==> src/rtl/lock_pkg.sv <==
// Shared types and default key constants for the unlock controller.
// Key word 0 is the least-significant word of the key and is entered first.
package lock_pkg;

  localparam int DEF_KEY_W       = 8;
  localparam int DEF_KEY_LEN     = 4;
  localparam int DEF_KEY_BITS    = DEF_KEY_W * DEF_KEY_LEN;
  localparam logic [DEF_KEY_BITS-1:0] DEF_KEY_VAL = 32'hA5_3C_0F_96;
  localparam int DEF_MAX_FAIL    = 3;
  localparam int DEF_LOCKOUT_CYC = 64;
  localparam int DEF_UNLOCK_CYC  = 256;

  typedef enum logic [1:0] {
    S_LOCKED,
    S_ENTRY,
    S_UNLOCKED,
    S_LOCKOUT
  } lock_state_t;

  typedef logic [DEF_KEY_W-1:0] key_word_t;

  function automatic key_word_t key_word(input logic [DEF_KEY_BITS-1:0] key,
                                         input int unsigned i);
    logic [DEF_KEY_BITS-1:0] w_shift;
    w_shift = key >> (i * DEF_KEY_W);
    return w_shift[DEF_KEY_W-1:0];
  endfunction

endpackage

==> src/rtl/lock_timer.sv <==
// Loadable down-counter; o_done is high while enabled and the count has reached zero.
// The count holds at zero instead of wrapping.
module lock_timer #(
  parameter int W = 8
) (
  input  logic         clk,
  input  logic         reset,
  input  logic         i_load,
  input  logic [W-1:0] i_load_val,
  input  logic         i_en,
  output logic         o_done
);

  logic [W-1:0] r_count;

  // NOTE: sequential state uses non-blocking assignments so every flop samples pre-edge values.
  always_ff @(posedge clk or posedge reset) begin
    if (reset) begin
      r_count <= '0;
    end else if (i_load) begin
      r_count <= i_load_val;
    end else if (i_en && (r_count != '0)) begin
      r_count <= r_count - W'(1);
    end
  end

  assign o_done = i_en && (r_count == '0);

endmodule

==> src/rtl/unlock_key_fsm.sv <==
// Serial key checker driving the unlock input of a lock-on-reset register stage.
// Adds an attempt limit with timed lockout and an inactivity auto-relock.
module unlock_key_fsm
  import lock_pkg::*;
#(
  parameter int KEY_W       = DEF_KEY_W,
  parameter int KEY_LEN     = DEF_KEY_LEN,
  parameter logic [KEY_W*KEY_LEN-1:0] KEY_VAL = DEF_KEY_VAL,
  parameter int MAX_FAIL    = DEF_MAX_FAIL,
  parameter int LOCKOUT_CYC = DEF_LOCKOUT_CYC,
  parameter int UNLOCK_CYC  = DEF_UNLOCK_CYC,
  localparam int FC_W       = $clog2(MAX_FAIL + 1)
) (
  input  logic             clk,
  input  logic             reset,
  input  logic             key_valid,
  input  logic [KEY_W-1:0] key_in,
  input  logic             relock,
  output logic             unlock,
  output logic             lockout,
  output logic [FC_W-1:0]  fail_cnt,
  output logic             busy
);

  localparam int IDX_W = $clog2(KEY_LEN);
  localparam int UT_W  = $clog2(UNLOCK_CYC);
  localparam int LT_W  = $clog2(LOCKOUT_CYC);

  lock_state_t     r_state;
  logic [IDX_W-1:0] r_idx;
  logic            r_mismatch;
  logic [FC_W-1:0] r_fail_cnt;
  logic            r_unlock;
  logic            r_lockout;

  logic            w_word_bad;
  logic            w_last;
  logic            w_pass;
  logic            w_final;
  logic [FC_W-1:0] w_fail_next;
  logic            w_lockout_now;
  logic            w_ut_load;
  logic            w_ut_done;
  logic            w_lt_load;
  logic            w_lt_done;

  // r_idx is zero in LOCKED, so the same compare serves the first word.
  assign w_word_bad  = (key_in != key_word(KEY_VAL, 32'(r_idx)));
  assign w_last      = (r_idx == IDX_W'(KEY_LEN - 1));
  assign w_pass      = !(r_mismatch || w_word_bad);
  assign w_final     = (r_state == S_ENTRY) && key_valid && !relock && w_last;
  assign w_fail_next = (r_fail_cnt < FC_W'(MAX_FAIL)) ? r_fail_cnt + FC_W'(1) : r_fail_cnt;
  assign w_lockout_now = (w_fail_next == FC_W'(MAX_FAIL));

  assign w_ut_load = (w_final && w_pass) || ((r_state == S_UNLOCKED) && key_valid);
  assign w_lt_load = w_final && !w_pass && w_lockout_now;

  lock_timer #(.W(UT_W)) u_unlock_timer (
    .clk        (clk),
    .reset      (reset),
    .i_load     (w_ut_load),
    .i_load_val (UT_W'(UNLOCK_CYC - 1)),
    .i_en       (r_state == S_UNLOCKED),
    .o_done     (w_ut_done)
  );

  lock_timer #(.W(LT_W)) u_lockout_timer (
    .clk        (clk),
    .reset      (reset),
    .i_load     (w_lt_load),
    .i_load_val (LT_W'(LOCKOUT_CYC - 1)),
    .i_en       (r_state == S_LOCKOUT),
    .o_done     (w_lt_done)
  );

  always_ff @(posedge clk or posedge reset) begin
    if (reset) begin
      r_state    <= S_LOCKED;
      r_idx      <= '0;
      r_mismatch <= 1'b0;
      r_fail_cnt <= '0;
      r_unlock   <= 1'b0;
      r_lockout  <= 1'b0;
    end else begin
      case (r_state)
        S_LOCKED: begin
          if (key_valid && !relock) begin
            r_state    <= S_ENTRY;
            r_idx      <= IDX_W'(1);
            r_mismatch <= w_word_bad;
          end
        end
        S_ENTRY: begin
          if (relock) begin
            r_state    <= S_LOCKED;
            r_idx      <= '0;
            r_mismatch <= 1'b0;
          end else if (key_valid) begin
            if (w_last) begin
              r_idx      <= '0;
              r_mismatch <= 1'b0;
              if (w_pass) begin
                r_state    <= S_UNLOCKED;
                r_unlock   <= 1'b1;
                r_fail_cnt <= '0;
              end else begin
                r_fail_cnt <= w_fail_next;
                if (w_lockout_now) begin
                  r_state   <= S_LOCKOUT;
                  r_lockout <= 1'b1;
                end else begin
                  r_state <= S_LOCKED;
                end
              end
            end else begin
              r_idx      <= r_idx + IDX_W'(1);
              r_mismatch <= r_mismatch || w_word_bad;
            end
          end
        end
        S_UNLOCKED: begin
          // Activity restarts the timeout even on the cycle it would expire.
          if (relock || (w_ut_done && !key_valid)) begin
            r_state  <= S_LOCKED;
            r_unlock <= 1'b0;
          end
        end
        S_LOCKOUT: begin
          if (w_lt_done) begin
            r_state    <= S_LOCKED;
            r_lockout  <= 1'b0;
            r_fail_cnt <= '0;
          end
        end
        default: begin
          r_state  <= S_LOCKED;
          r_unlock <= 1'b0;
        end
      endcase
    end
  end

  assign unlock   = r_unlock;
  assign lockout  = r_lockout;
  assign fail_cnt = r_fail_cnt;
  assign busy     = (r_state == S_ENTRY);

endmodule

==> config.mk <==
export PLATFORM = sky130hd
export DESIGN_NAME = unlock_key_fsm
export DESIGN_NICKNAME = d
export VERILOG_FILES = /design/src/rtl/lock_pkg.sv /design/src/rtl/lock_timer.sv /design/src/rtl/unlock_key_fsm.sv
export SDC_FILE = /design/constraint.sdc
export NUM_CORES = 1
export LEC_CHECK = 0
export ABC_AREA = 1
export CAP_MARGIN = 20
export CORE_MARGIN = 3
export CORE_UTILIZATION = 53
export CTS_CLUSTER_DIAMETER = 40
export CTS_CLUSTER_SIZE = 25
export DETAILED_ROUTE_END_ITERATION = 10
export HOLD_SLACK_MARGIN = 0.02
export PLACE_DENSITY = 0.86
export SLEW_MARGIN = 5
export SYNTH_ARGS = -nofsm -noshare
export SYNTH_HDL_FRONTEND = slang
export SYNTH_SLANG_ARGS = --single-unit
==> constraint.sdc <==
create_clock -name clk -period 5.4 [get_ports clk]
set_clock_uncertainty 0.2 [all_clocks]
set_input_delay 1.35 -clock clk [delete_from_list [all_inputs] [get_ports clk]]
set_output_delay 1.35 -clock clk [all_outputs]
set_load 0.03 [all_outputs]
==> out/metrics.cfg, run 1 <==
[power_and_ir_drop]
leakage_nw = 0.9173
power_density_mw_per_mm2 = 413.6
switchingPower_mw = 0.3256
pwr-share-clk = 0.111
p_comb_frac = 0.509
pwr-share-seq = 0.380
power_switching_share = 0.4526
internal-power_mw = 0.3937
ir_worst_vdd_mv = 0.2552

[placement]
placed_cells_incl_taps = 253
dp_hpwl_mm = 2.164
gp_congestion = 0.8095
numPortBuffers = 16

[critical_path]
slowest_delay_ns = 0.67
worstPathArrival_ns = 1.74
cp_max_fo = 6
required_ns = 3.85
crit_type = reg -> out
startpoint_type = flop
worst_setup_path_end_kind = primary output
path_cells = inv_2 -> nand2_2 -> inv_1 -> clkdlybuf4s50_1
cpMaxStageDelayCell = clkdlybuf4s50_1

[yosys]
synth_seq_area_share = 0.3799
syn_inst = 207
synth_top_area_frac = 0.3799
synth_area_leaders = dfrtp_1, nand2_1, inv_1
synth-seq-cells = 23
synth.distinct_cells = 29
avgSynthCellArea_um2 = 7.320
synth-compound-area-share = 0.09083
synth_simple_gate_area_share = 0.3402
synth-xor-area-share = 0.04046
synthAdderAreaFrac = 0.04955
synthMuxAreaShare = 0
synth_top_family_by_area = simple AND/OR/NAND/NOR gates
yosys.area.top_type = dfrtp_1
ys.warnings.count = 0
synth_nets = 225
synth_area_mm2 = 0.001515

[route]
drc = 0
antenna_left = 0
num_vias = 1266
avgRoutedWirePerCell_um = 10.80
dr.pass1.iters = 4
drt-vias-per-instance = 4.926
drt_iter0_markers = 66
wl_mm = 2.775

[final_layout]
syn_to_final_growth_pct = 14.78
fin_nets = 246
antenna_cells = 0
drive_gt1_frac = 0.1057
fin_cells = 257

[floorplan]
io_pins = 17
die-area_mm2 = 0.003537
start_util = 0.5850
die_x_um = 59.47
dieHeight_um = 59.47
core_area_mm2 = 0.002590
row_count = 18

[clock_tree]
clkTransAtPathRegs_ns = 0.12
cts-root-buf = clkbuf_4
cts_resized = 0
cts_buffers = 3
cts_setup_buffers = 0
cts_tree = built
htreeDepth = 1
clock_latency_ns = 0.31
cts_hold_buffers = 0
cts.sinks = 23
clk_path_buf_depth = 2

[sta]
layout_min_cycle_time_ns = 3.293
fin_crit_sh = 0.6097
setup_viol = 0
hold_violations = 0
tightest_slew_ns = 0.8460
max_freq_ghz = 0.3037
rsz0062_at_grt = no
setup_tns_ns = 0
drv_slew = 0
slew_headroom = 0.4354

[run]
cap_violations = 0

[global_route]
grt_usage = 0.1830
grt_antenna_before_repair = 0
grt-ovfl-total = 0
grt_pass1_vias = 1191
grt_pass1_wl_mm = 4.933
grt_max_degree = 24

[hold_path]
worst_hold_path_type = reg -> reg

[run_status]
status = finished, final reports clean

synth_stat cells:
cell type	number
nand3b_1	1
nor2_2	3
nand4_4	1
nand3_1	16
nor2_1	17
nand2_2	3
nand2_1	61
a22oi_1	1
or2_2	1
o22ai_1	2
nand3_2	2
o21ai_1	1
nor2_4	2
dfrtp_1	23
o21ai_4	1
o21bai_1	1
xor2_1	5
a21oi_1	4
xnor2_1	2
nand4_1	1
inv_2	5
o21bai_2	1
inv_1	35
ha_1	6
o2111ai_1	1
o21ai_0	8
nor3_1	1
nor3_4	1
o21ai_2	1
metrics by stage:
step | total power [mW] | hold WS [ns] | utilization | cell area [µm²] | setup slack [ns]
3_3_place_gp | 0.6300 | 0.2647 | 0.6614 | 1713 | 2.355
2_1_floorplan | 0.5517 | 0.2524 | - | 1515 | 2.970
6_report | 0.7194 | 0.3030 | 0.6715 | 1739 | 2.107
3_5_place_dp | 0.6434 | 0.2716 | 0.6614 | 1713 | 2.346
4_1_cts | 0.7265 | 0.3016 | 0.6715 | 1739 | 2.101
5_1_grt | 0.7910 | 0.3323 | 0.6715 | 1739 | 1.983
power by group through the flow:
stage / registers, mW / clock network (mW) / logic (mW)
floorplan: 0.284 / 0 / 0.267
global placement: 0.275 / 0 / 0.355
detailed placement: 0.277 / 0 / 0.366
CTS: 0.274 / 0.0840 / 0.369
global route: 0.280 / 0.0894 / 0.421
finish: 0.273 / 0.0797 / 0.366
flip-flops by register name, summed over array words and instances (netlist names):
name and cells:
u_lockout_timer.r_count 6, r_state 2, unlock 1, r_idx 2, u_unlock_timer.r_count 8, r_mismatch 1
fail_cnt 2, lockout 1
worst max-delay path: cells and delay by family, from the launching register on:
kind,cells,cell delay (ns)
simple gates,1,0.11
buf+inv,3,0.89
flops,1,0.42
metal layers:
metal	vias up	wire length, µm	global-route usage
li1	685	-	-
met1	559	1331	0.2255
met2	17	1321	0.3151
met3	5	94	0.04575
met4	0	28	0.04854
met5	-	0	0
layout make-up:
| cell class | count | area, µm² |
|---|---|---|
| fill | 252 | 850.8 |
| sequential | 23 | 575.6 |
| timing repair buffer | 16 | 160.2 |
| inverter | 40 | 150.1 |
| tap | 30 | 37.54 |
| multi-input combinational | 144 | 789.5 |
| clock buffer | 4 | 26.28 |
cell usage in the layout, fill, tap and decap left out:
master,instances
nor3_1,1
o22ai_1,2
o21ai_1,1
a22oi_1,1
a21oi_1,4
nor2_1,17
nand3b_1,1
nor2_4,2
nand2_1,61
clkbuf_4,3
o21bai_2,1
o21ai_0,8
nand3_1,16
nand4_1,1
o21bai_1,1
clkdlybuf4s50_1,16
nor3_4,1
xnor2_1,2
nand2_2,3
o21ai_2,1
clkbuf_1,1
inv_2,5
nand4_4,1
nor2_2,3
xor2_1,5
nand3_2,2
o21ai_4,1
ha_1,6
or2_2,1
dfrtp_1,23
o2111ai_1,1
inv_1,35
path summary, 6_finish.rpt:
check                      startpoint                          to  slack, ns  depth (start not counted)
setup / recovery           r_state[1]                        busy       2.11                          4
hold / removal                lockout                     lockout       0.30                          2
setup reg to reg             r_idx[0]  u_lockout_timer.r_count[5]       3.40                         10
hold reg to reg               lockout                     lockout       0.30                          2
max in group asynchronous       reset   u_unlock_timer.r_count[2]       3.19                          2
min in group asynchronous       reset  u_lockout_timer.r_count[5]       1.29                          2
kinds of logic (layout without fill, tap and decap cells):
logic type                 count (synthesis)  after routing
adders and majority gates                  6              6
xor gates and xnor gates                   7              7
buffers and inverters                     40             60
and+or+nand+nor                          110            110
AOI/OAI and AO/OA                         21             21
DFF                                       23             23
Note: power is estimated with default switching activity, not from simulation.
==> inputs of run 2 (changes only) <==
==> constraint.sdc (replaced) <==
create_clock -name clk -period 3.2 [get_ports clk]
set_clock_uncertainty 0.2 [all_clocks]
set_input_delay 0.8 -clock clk [delete_from_list [all_inputs] [get_ports clk]]
set_output_delay 0.8 -clock clk [all_outputs]
set_load 0.03 [all_outputs]
==> run 2 against run 1 <==
  * First-iteration DRC count fell by 29%
  * Sequential power rose by 69%
  * Global-route usage rose by 0.20 points
  * Critical endpoint unchanged
  * Register-to-register slack got worse by 2.3 ns
  * Sequential share of layout area fell by 0.17 points
  * Setup slack got worse by 1.7 ns
  * Largest power group unchanged
  * Cell count rose by 0.39%
  * Largest cell class unchanged
  * Sequential cell count did not move
==> out/metrics.cfg, run 2 (same netlist as run 1, synthesis figures left out) <==
[run_status]
status = finished, final reports clean

[power_and_ir_drop]
leakage_nw = 0.9249
internal-power_mw = 0.6641
power_density_mw_per_mm2 = 702.4
total_power_mw = 1.228
pwr-share-clk = 0.111
switchingPower_mw = 0.5636
power_switching_share = 0.4591
pwr-share-seq = 0.376
ir_worst_vdd_mv = 0.5546
p_comb_frac = 0.513

[final_layout]
final_common_cell = nand2_1
largestRegisters = u_unlock_timer.r_count: 8 flops, u_lockout_timer.r_count: 6 flops
syn_to_final_growth_pct = 15.36
fillCellCount = 226
final_cell_mix = nand2_1, inv_1, dfrtp_1
multi_input_area_um2 = 789.5
final_area_mm2 = 0.001748
fin_nets = 247
regArea_um2 = 575.6
top_register = u_unlock_timer.r_count
drive_gt1_frac = 0.1140
fin_cells = 258
largest_reg_flops = 8
antenna_cells = 0

[sta]
fin_crit_sh = 0.8581
rsz0062_at_grt = no
slew_headroom = 0.7970
setup_tns_ns = 0
max_freq_ghz = 0.3642
setup_viol = 0
drv_slew = 0
layout_min_cycle_time_ns = 2.746
setup_ws_ns = 0.4540
hold_violations = 0
tightest_slew_ns = 0.3035

[clock_tree]
clock_latency_ns = 0.31
cts-root-buf = clkbuf_4
cts_resized = 0
cts_hold_buffers = 0
clk_path_buf_depth = 2
cts_setup_buffers = 0
clkTransAtPathRegs_ns = 0.12
htreeDepth = 1
cts.sinks = 23
cts_tree = built
cts_buffers = 3

[global_route]
grt_antenna_before_repair = 0
grt_max_degree = 24
grt_usage = 0.1850
grt_pass1_wl_mm = 5.009
grt-ovfl-total = 0
grt_pass1_vias = 1196

[route]
drc = 0
num_vias = 1301
drt_iter0_markers = 47
wl_mm = 2.866
antenna_left = 0
drt-vias-per-instance = 5.043
dr.pass1.iters = 4
avgRoutedWirePerCell_um = 11.11

[critical_path]
worst_setup_path_end_kind = primary output
cpMaxStageDelayCell = clkdlybuf4s50_1
startpoint_type = flop
crit_type = reg -> out
slowest_delay_ns = 0.67
crit_family = buffers and inverters
cp_max_fo = 6
worstPathArrival_ns = 1.75
required_ns = 2.20
worst-path-buf-inv = 3
reg2reg_slack_ns = 1.15
path_cells = inv_2 -> nand2_2 -> inv_1 -> clkdlybuf4s50_1

[placement]
placed_area_mm2 = 0.001720
placed_cells_incl_taps = 254
dp_hpwl_mm = 2.204
gp_congestion = 0.8089
numPortBuffers = 16
dp_slack_ns = 0.7212

[floorplan]
io_pins = 17
dieHeight_um = 59.47
core_area_mm2 = 0.002590
start_util = 0.5850
die-area_mm2 = 0.003537
die_x_um = 59.47
row_count = 18

[hold_path]
worst_hold_path_type = reg -> reg

[run]
cap_violations = 0

==> run 2: metrics by stage <==
stage | hold WS [ns] | utilization
floorplan | 0.2524 | -
global placement | 0.2649 | 0.6643
detailed placement | 0.2662 | 0.6643
CTS | 0.2970 | 0.6749
global route | 0.3413 | 0.6749
finish | 0.2945 | 0.6749
==> run 2: area by class of cell <==
cell class                 instances  share of cell area
multi-input combinational        144              0.4517
sequential                        23              0.3293
timing repair buffer              17             0.09592
inverter                          40             0.08590
tap                               30             0.02147
clock buffer                       3             0.01288
clock inverter                     1            0.002863
==> run 2: final timing paths <==
check                                start                         end  cells past startpoint
worst max-delay path            r_state[1]                        busy                      4
worst min-delay path               lockout                     lockout                      2
worst max register to register    r_idx[0]  u_lockout_timer.r_count[5]                     10
worst min register to register     lockout                     lockout                      2
max in group asynchronous            reset                 fail_cnt[1]                      3
min in group asynchronous            reset   u_unlock_timer.r_count[6]                      3
==> run 2: power by group through the flow <==
stage               Combinational [mW]  Clock (mW)  Sequential (mW)
finish                           0.630       0.136            0.462
CTS                              0.632       0.139            0.462
floorplan                        0.451           0            0.480
global placement                 0.599           0            0.465
global route                     0.713       0.151            0.475
detailed placement               0.622           0            0.469
==> run 2: per-layer routing <==
metal,share of wire,track usage,vias up
met2,0.48,0.3214,22
met5,0,0,-
li1,-,-,689
met4,0.0094,0.04854,0
met3,0.027,0.02614,4
met1,0.48,0.2384,586
==> run 2: worst reg2reg max path, delay by kind of cell (launching register included) <==
kind                       cells  cell delay (ns)
adders and majority gates      1             0.35
DFF                            1             0.43
buffers and inverters          2             0.12
and+or+nand+nor                7             0.83
